$ cat src/rtl/aclk_pkg.sv
// -----------------------------------------------------------------------------
// aclk_pkg
// Shared types and constants for the alarm-clock time counter.
//   bcd_digit_t  : one 4-bit BCD digit
//   DIGIT_UNSET  : sentinel shown on every digit before a valid time is loaded
//   time_t       : HH:MM as four BCD digits
//   state_t      : counter FSM states
//   time_is_valid: range check applied to a requested load
// -----------------------------------------------------------------------------
package aclk_pkg;

   typedef logic [3:0] bcd_digit_t;

   localparam bcd_digit_t DIGIT_UNSET     = 4'hA;
   localparam bcd_digit_t DIGIT_MAX       = 4'd9;
   localparam bcd_digit_t MS_HR_MAX       = 4'd2;
   // With ms_hr at its maximum the hours only run 20..23.
   localparam bcd_digit_t LS_HR_MAX_AT_20 = 4'd3;
   localparam bcd_digit_t MS_MIN_MAX      = 4'd5;

   typedef struct packed {
      bcd_digit_t ms_hr;
      bcd_digit_t ls_hr;
      bcd_digit_t ms_min;
      bcd_digit_t ls_min;
   } time_t;

   typedef enum logic {
      ST_UNSET = 1'b0,
      ST_RUN   = 1'b1
   } state_t;

   // True when t is a legal 24-hour BCD time (00:00 .. 23:59).
   function automatic logic time_is_valid(input time_t t);
      logic hr_ok;
      logic min_ok;
      hr_ok  = (t.ms_hr <= MS_HR_MAX) && (t.ls_hr <= DIGIT_MAX) &&
               !((t.ms_hr == MS_HR_MAX) && (t.ls_hr > LS_HR_MAX_AT_20));
      min_ok = (t.ms_min <= MS_MIN_MAX) && (t.ls_min <= DIGIT_MAX);
      return hr_ok && min_ok;
   endfunction

endpackage

$ cat src/rtl/aclk_time_incr.sv
// -----------------------------------------------------------------------------
// aclk_time_incr
// Combinational "plus one minute" on a BCD HH:MM value, wrapping 23:59->00:00.
//   cur_time  : current time (assumed valid BCD)
//   next_time : cur_time advanced by one minute
// -----------------------------------------------------------------------------
module aclk_time_incr
   import aclk_pkg::*;
(
   input  time_t cur_time,
   output time_t next_time
);

   // Ripple the carry from ls_min up through the hour digits.
   always_comb begin
      next_time = cur_time;
      if (cur_time.ls_min != DIGIT_MAX) begin
         next_time.ls_min = cur_time.ls_min + 4'd1;
      end else begin
         next_time.ls_min = 4'd0;
         if (cur_time.ms_min != MS_MIN_MAX) begin
            next_time.ms_min = cur_time.ms_min + 4'd1;
         end else begin
            next_time.ms_min = 4'd0;
            if ((cur_time.ms_hr == MS_HR_MAX) && (cur_time.ls_hr == LS_HR_MAX_AT_20)) begin
               next_time.ms_hr = 4'd0;
               next_time.ls_hr = 4'd0;
            end else if (cur_time.ls_hr == DIGIT_MAX) begin
               next_time.ls_hr = 4'd0;
               next_time.ms_hr = cur_time.ms_hr + 4'd1;
            end else begin
               next_time.ls_hr = cur_time.ls_hr + 4'd1;
            end
         end
      end
   end

endmodule

$ cat src/rtl/aclk_counter.sv
// -----------------------------------------------------------------------------
// aclk_counter
// Alarm-clock time-of-day counter. Counts one_second strobes into minutes and
// keeps a BCD HH:MM time, loadable at any time with range checking.
//   clock, reset_n        : rising-edge clock, synchronous active-low reset
//   one_second            : one-cycle timebase strobe
//   fast_watch            : level, minute length FAST_FACTOR instead of SEC_PER_MIN
//   load_new_c            : one-cycle request to load new_time_* digits
//   new_time_*            : BCD time to load
//   current_time_*        : registered BCD time (4'hA on all digits until set)
//   one_minute            : registered pulse on each minute advance
//   time_valid            : high once a valid time has been loaded
//   load_err              : registered pulse when a load request is rejected
// -----------------------------------------------------------------------------
module aclk_counter
   import aclk_pkg::*;
#(
   parameter int SEC_PER_MIN = 60,
   parameter int FAST_FACTOR = 1
) (
   input  logic       clock,
   input  logic       reset_n,
   input  logic       one_second,
   input  logic       fast_watch,
   input  logic       load_new_c,
   input  logic [3:0] new_time_ms_hr,
   input  logic [3:0] new_time_ls_hr,
   input  logic [3:0] new_time_ms_min,
   input  logic [3:0] new_time_ls_min,
   output logic [3:0] current_time_ms_hr,
   output logic [3:0] current_time_ls_hr,
   output logic [3:0] current_time_ms_min,
   output logic [3:0] current_time_ls_min,
   output logic       one_minute,
   output logic       time_valid,
   output logic       load_err
);

   localparam int CNT_MAX = (SEC_PER_MIN > FAST_FACTOR) ? SEC_PER_MIN : FAST_FACTOR;
   localparam int CNT_W   = (CNT_MAX > 1) ? $clog2(CNT_MAX) : 1;
   localparam logic [CNT_W-1:0] LIM_NORMAL = CNT_W'(SEC_PER_MIN - 1);
   localparam logic [CNT_W-1:0] LIM_FAST   = CNT_W'(FAST_FACTOR - 1);

   state_t           state_r;
   state_t           state_nxt_s;
   time_t            time_r;
   time_t            time_nxt_s;
   time_t            time_incr_s;
   time_t            load_time_s;
   logic [CNT_W-1:0] sec_cnt_r;
   logic [CNT_W-1:0] sec_cnt_nxt_s;
   logic [CNT_W-1:0] sec_lim_s;
   logic             fast_watch_r;
   logic             one_minute_r;
   logic             one_minute_nxt_s;
   logic             load_err_r;
   logic             load_err_nxt_s;
   logic             time_valid_r;
   logic             load_ok_s;
   logic             fast_chg_s;
   logic             tick_s;

   assign load_time_s = '{ms_hr: new_time_ms_hr, ls_hr: new_time_ls_hr,
                          ms_min: new_time_ms_min, ls_min: new_time_ls_min};
   assign load_ok_s   = load_new_c && time_is_valid(load_time_s);
   assign fast_chg_s  = (fast_watch != fast_watch_r);
   assign sec_lim_s   = fast_watch ? LIM_FAST : LIM_NORMAL;
   // A valid load or a mode change swallows the strobe; a rejected load does not.
   assign tick_s      = one_second && (state_r == ST_RUN) && !load_ok_s && !fast_chg_s;

   aclk_time_incr u_time_incr (
      .cur_time  (time_r),
      .next_time (time_incr_s)
   );

   // State register.
   always_ff @(posedge clock) begin
      if (!reset_n) begin
         state_r <= ST_UNSET;
      end else begin
         state_r <= state_nxt_s;
      end
   end

   // Next-state logic: only a valid load leaves UNSET; RUN is left only by reset.
   always_comb begin
      state_nxt_s = state_r;
      case (state_r)
         ST_UNSET: begin
            if (load_ok_s) begin
               state_nxt_s = ST_RUN;
            end else begin
               state_nxt_s = ST_UNSET;
            end
         end
         ST_RUN: begin
            state_nxt_s = ST_RUN;
         end
         default: begin
            state_nxt_s = ST_UNSET;
         end
      endcase
   end

   // Output/datapath next values: load, then mode change, then seconds tick.
   always_comb begin
      time_nxt_s       = time_r;
      sec_cnt_nxt_s    = sec_cnt_r;
      one_minute_nxt_s = 1'b0;
      load_err_nxt_s   = 1'b0;
      if (load_ok_s) begin
         time_nxt_s    = load_time_s;
         sec_cnt_nxt_s = '0;
      end else begin
         load_err_nxt_s = load_new_c;
         if (fast_chg_s) begin
            sec_cnt_nxt_s = '0;
         end else if (tick_s) begin
            if (sec_cnt_r == sec_lim_s) begin
               sec_cnt_nxt_s    = '0;
               time_nxt_s       = time_incr_s;
               one_minute_nxt_s = 1'b1;
            end else begin
               sec_cnt_nxt_s = sec_cnt_r + CNT_W'(1'b1);
            end
         end else begin
            sec_cnt_nxt_s = sec_cnt_r;
         end
      end
   end

   // Datapath and output registers; fast_watch is tracked even in reset so a
   // level held through reset is not mistaken for a change afterwards.
   always_ff @(posedge clock) begin
      if (!reset_n) begin
         time_r       <= '{default: DIGIT_UNSET};
         sec_cnt_r    <= '0;
         fast_watch_r <= fast_watch;
         one_minute_r <= 1'b0;
         load_err_r   <= 1'b0;
         time_valid_r <= 1'b0;
      end else begin
         time_r       <= time_nxt_s;
         sec_cnt_r    <= sec_cnt_nxt_s;
         fast_watch_r <= fast_watch;
         one_minute_r <= one_minute_nxt_s;
         load_err_r   <= load_err_nxt_s;
         time_valid_r <= (state_nxt_s == ST_RUN);
      end
   end

   assign current_time_ms_hr  = time_r.ms_hr;
   assign current_time_ls_hr  = time_r.ls_hr;
   assign current_time_ms_min = time_r.ms_min;
   assign current_time_ls_min = time_r.ls_min;
   assign one_minute          = one_minute_r;
   assign load_err            = load_err_r;
   assign time_valid          = time_valid_r;

endmodule

$ cat config.mk
export PLATFORM = sky130hd
export DESIGN_NAME = aclk_counter
export DESIGN_NICKNAME = d
export VERILOG_FILES = /design/src/rtl/aclk_pkg.sv /design/src/rtl/aclk_time_incr.sv /design/src/rtl/aclk_counter.sv
export SDC_FILE = /design/constraint.sdc
export NUM_CORES = 1
export LEC_CHECK = 0
export ABC_AREA = 1
export CAP_MARGIN = 20
export CORE_MARGIN = 3
export CORE_UTILIZATION = 46
export CTS_BUF_LIST = sky130_fd_sc_hd__clkbuf_2
export CTS_CLUSTER_DIAMETER = 50
export DETAILED_ROUTE_END_ITERATION = 10
export GPL_TIMING_DRIVEN = 0
export PLACE_DENSITY = 0.74
export SYNTH_ARGS = -nofsm -noshare
export SYNTH_HDL_FRONTEND = slang
export SYNTH_SLANG_ARGS = --single-unit
$ cat constraint.sdc
create_clock -name clock -period 1.52 [get_ports clock]
set_clock_uncertainty 0.15 [all_clocks]
set_input_delay 0.304 -clock clock [delete_from_list [all_inputs] [get_ports clock]]
set_output_delay 0.304 -clock clock [all_outputs]
set_load 0.01 [all_outputs]
After elaboration in Yosys (flattened, before gate mapping)
Cells that the tools add are included.
W data, S select, Z words.
- register bits: 26
- latch bits: 0
- bits in writable memories: 0
- bits in read-only memories: 0
- input bits: 21
- output and inout bits: 19
- logic and storage cells: 72
- memories: 0
- $add $sub $neg: 5
- $mul: 0
- divide/modulo/power cells: 0
- order comparisons: 5
- equality and inequality tests: 11
- shift operators: 0
- mux-type cells: 16
- bitwise gates (word level): 3
- reduce and logical (&&, ||, !) cells: 23
- operators by type and width (operator ; count):
    $mux W16 ; 4
    $add A4 B1 Y4 const B ; 4
    $mux W4 ; 4
    $mux W8 ; 2
    $eq A4 B2 Y1 const B ; 3
    $mux W12 ; 1
    $mux W6 ; 2
    $logic_and A1 B1 Y1 ; 10
    $le A4 B4 Y1 const B ; 2
    $add A6 B1 Y6 const B ; 1
    $eq A6 B6 Y1 ; 1
    $ne A2 B2 Y1 const B ; 3
    $reduce_and A6 Y1 ; 1
    $reduce_and A5 Y1 ; 1
    $eq A4 B4 Y1 const B ; 1
    $gt A4 B2 Y1 const B ; 1
    $le A4 B2 Y1 const B ; 1
    $le A4 B3 Y1 const B ; 1
    $ne A4 B3 Y1 const B ; 1
    $ne A4 B4 Y1 const B ; 1
    $reduce_and A4 Y1 ; 1
    $reduce_bool A2 Y1 ; 2
    $reduce_or A4 Y1 ; 1
    $logic_not A1 Y1 ; 3
    other kinds (8) ; 11

Longest topological paths before layout
- depth in word-level cells: 12
- gate-level depth with buffers: 11
- depth with buffers taken out: 10

By module
A second synthesis with hierarchy kept.
- cell total of the unflattened synthesis: 328
- area, all modules: 1958.1 sq um
- by module, submodules not included (module ; instances ; cells each ; area an instance (sq um) ; seq. area each (sq um)):
    aclk_counter ; 1 ; 225 ; 1440.1 ; 520.5
    aclk_time_incr ; 1 ; 103 ; 518.0 ; 0.0

Worst setup path after synthesis
Ideal clock, no wire load.
- kind: reg2reg
- from: reg time_r (netlist bit current_time_ls_hr[0])
- to: reg time_r (netlist bit current_time_ms_hr[1])
- setup time: 121 ps
- data arrival time: 1288 ps
- data required time: 1249 ps
- slack: -38 ps
- cell stages (with the launch flop): 9
- buffers on the path: 0
- period minus slack after synthesis: 1558 ps
- cell sequence: dfxtp_1 ha_1 nand4_1 nand2_1 inv_1 nand2_1 nand3_4 nand2_1 nand3_1
- cells in the longest elaborated chain, start to end: 9
- elaborated cells on any way between the ends: 12
- those cells by class: eq/ne (2); mux (7); reduce/logical (3)
- RTL lines (what ; RTL line ; source):
    start: declaration ; aclk_counter.sv:46 ; time_t time_r;
    start signal: assignment ; aclk_counter.sv:143 ; time_r <= time_nxt_s;
    $eq A4 B2 Y1 ; aclk_time_incr.sv:25 ; if ((cur_time.ms_hr == MS_HR_MAX) && (cur_time.ls_hr == LS_HR_MAX_AT_20)) begin
    $logic_and A1 B1 Y1 ; aclk_time_incr.sv:25 ;
    $mux W8 ; aclk_time_incr.sv:25 ;
    $mux W8 ; aclk_time_incr.sv:21 ; if (cur_time.ms_min != MS_MIN_MAX) begin
    $mux W12 ; aclk_time_incr.sv:17 ; if (cur_time.ls_min != DIGIT_MAX) begin
    $mux W16 ; aclk_counter.sv:119 ; if (sec_cnt_r == sec_lim_s) begin
    $mux W16 ; aclk_counter.sv:118 ; end else if (tick_s) begin
    $mux W16 ; aclk_counter.sv:116 ; if (fast_chg_s) begin
    $mux W16 ; aclk_counter.sv:111 ; if (load_ok_s) begin
Several ways; a longest one is shown, not always the timed one. The select of a mux whose other input is x is not followed.
A chain may end at the register's enable or synchronous reset.

Worst setup path after layout
- from: reg sec_cnt_r[4]
- to: reg time_r (netlist bit current_time_ms_min[2])
- cells in the longest elaborated chain, start to end: 3
- RTL lines (what ; RTL line ; source):
    start: declaration ; aclk_counter.sv:50 ; logic [CNT_W-1:0] sec_cnt_r;
    start signal: assignment ; aclk_counter.sv:144 ; sec_cnt_r <= sec_cnt_nxt_s;
    $eq A6 B6 Y1 ; aclk_counter.sv:119 ;
    $reduce_bool A2 Y1 (no source line) ; n/a ;
    $reduce_and A4 Y1 (no source line) ; n/a ;
No other way between the ends.

==> results.yml <==
status:
  outcome: "finished, violations left"
  violations: "setup timing"
clocking:
  clk_latency_ps: 400
  clkSinkCount: 26
  tritoncts: "built"
  clk_pin_slew_worst_paths_ps: 260
  cts_made_buffers: 3
  clock_path_buffers: 2
  clockRootBuffer: "clkbuf_2"
  htree_levels: 1
floorplan:
  start_util_pct: 50.6
  ioPinCount: 40
  die_w_um: 65.4
  die_area_um2: 4270
  chipHeight_um: 65.4
  core_um2: 3200
  rows: 20
critical_path:
  r2r_cells: 8
  cp-end-kind: "register"
  endpoint: "current_time_ms_min[2]"
  crit_start: "sec_cnt_r[4]"
  worstSetupStartpointType: "register"
  rrSetupSlack_ps: -130
  arrival_ps: 1830
  crit_fanout: 6
  worst-setup-path-type: "register to register"
  required_ps: 1700
  r2r-start: "sec_cnt_r[4]"
  worst_r2r_endpoint: "current_time_ms_min[2]"
final_layout:
  seqCellArea_um2: 584
  final_cell_mix: "48 x nand2_1, 26 x buf_4, 23 x nor2_1, 23 x nand3_1, 18 x inv_1"
  syn2layout_area_growth_pct: 60.8
  final_common_cell: "nand2_1"
  multiInputGateArea_um2: 1130
  layout.nets: 348
  post-route-util_pct: 81.3
  antenna_cells: 0
  fillers: 226
  final_layout_size_suffix_gt1_share_pct: 39.9
timing:
  setup_slack_ps: -125
  finalMaxSlewViolations: 0
  fin_crit_sh_pct: 108
  max_freq_mhz: 608
  worstMarginPinSlew_ps: 277
  finalSetupViolCount: 15
  rsz0062_at_grt: "true"
  min_period_ps: 1650
  hold_viol: 0
  slew_headroom_pct: 81.5
power:
  combPwrFrac_pct: 13.9
  swShare_pct: 28.3
  p_leak_nw: 1.23
  internal_power_mw: 0.791
  p_seq_share_pct: 60.4
  p_per_area_nw_per_um2: 424
  clkPwrFrac_pct: 25.8
  power_switching_mw: 0.312
  max-vdd-ir-drop_mv: 0.399
global_route:
  grt_max_degree: 15
  grt_pass1_vias: 1752
  grt_pass1_wl_um: 8270
  gr-total-overflow: 0
  track_usage_pct: 25.2
  antenna_found_initial: 0
drt:
  wl_um: 5590
  postRouteAntennaNets: 0
  drtIter0Drc: 267
  vias: 1939
  via_per_inst: 5.31
  first_pass_iters: 5
  wl_per_cell_um: 15.3
  drc: 0
synthesis:
  synth-seq-cells: 26
  yosys_warnings: 0
  ys_seq_area_share_pct: 32.1
  syn_avg_cell_area_um2: 6.75
  synthesis.nets: 266
  ys_types: 27
  netlist_instances: 240
  synth_area_um2: 1620
min_path:
  hold_class: "primary input to register"
  hp-start: "fast_watch"
flow_run:
  cap_violations: 0
place:
  place_ws_ps: -563
  port_buffers: 39
  hpwl_um: 3000
  gp_congestion: 0.817
[cells in the mapped netlist (all sizes together)]
cell type	count	share of area, %
nor3	2	0.62
buf	3	1.5
nand2	69	18
nor2	30	7.7
dfxtp	26	32
nand4	6	2.3
ha	5	3.9
o21ai	17	6.2
a21oi	9	2.8
inv	29	6.7
xnor2	3	1.6
nand3b	3	1.4
o211ai	1	0.46
o22ai	1	0.39
nand3	28	10
xor2	8	4.3
[final cells by class]
type,count,share of cell area (%)
buffer,3,1.30
clock buffer,3,0.576
clock inverter,1,0.144
inverter,29,4.56
multi-input combinational,183,43.4
sequential,26,22.4
tap,44,2.11
timing repair buffer,76,25.5
[per-layer routing]
metal  track usage, %  up-vias  wire length, um
met5                0        -                0
met4             7.51        0              129
met3             5.13       13              393
met2             40.5       96             2790
met1             34.1      888             2280
li1                 -      942                -
[what timing repair did]
action	CTS	global route
hold buffers	0	0
setup endpoints to repair	41	38
cloned	3	0
setup buffers	31	4
gates resized for setup	102	67
pin swaps	21	32
[how the worst min path moves through the flow]
stage                         endpoint  slack, ps  cells after the start
after floorplan           fast_watch_r        180                      0
after global routing      fast_watch_r         70                      1
after global placement      time_valid        340                      2
after CTS                 fast_watch_r         40                      1
after detailed placement    time_valid        330                      2
final                     fast_watch_r        100                      1
[power by group through the flow]
stage	clock network (mW)	registers [mW]	logic, mW
detailed placement	0	0.705	0.126
finish	0.285	0.666	0.153
global placement	0	0.705	0.125
CTS	0.284	0.673	0.135
global route	0.305	0.667	0.166
floorplan	0	0.706	0.0469
[critical path, cell delays in order, from the launching register on]
cell	delay, ps
dfxtp_4	430
nand2_2	60
nor2_1	130
nand2_1	90
nand2_2	100
nand3_4	120
o21ai_4	260
nand2_2	90
a21oi_2	140
[state kept, by name, indices dropped and copies added, names as in the netlist]
| register | count |
|---|---|
| current_time_ms_hr | 4 |
| current_time_ls_hr | 4 |
| time_valid | 1 |
| fast_watch_r | 1 |
| one_minute | 1 |
| current_time_ls_min | 4 |
| current_time_ms_min | 4 |
| load_err | 1 |
| sec_cnt_r | 6 |
[cells by family after synthesis]
family | count (synthesis) | synth area share, %
AOI/OAI and AO/OA | 28 | 9.81
xor gates and xnor gates | 11 | 5.95
adders and majority gates | 5 | 3.86
buffers and inverters | 32 | 8.18
DFF | 26 | 32.1
and+or+nand+nor | 138 | 40.1
[through the flow]
step	setup TNS, ps	cells	hold WS [ps]	area [um^2]	total power [mW]
2_1_floorplan	0	240	182	1630	0.753
4_1_cts	-4.31	361	42.2	2480	1.09
6_report	-1010	365	98.4	2610	1.10
3_5_place_dp	-12200	323	334	2070	0.831
3_3_place_gp	-12030	323	337	2070	0.830
5_1_grt	-2430	365	74.3	2610	1.14
Note: power is estimated with default switching activity, not from simulation.
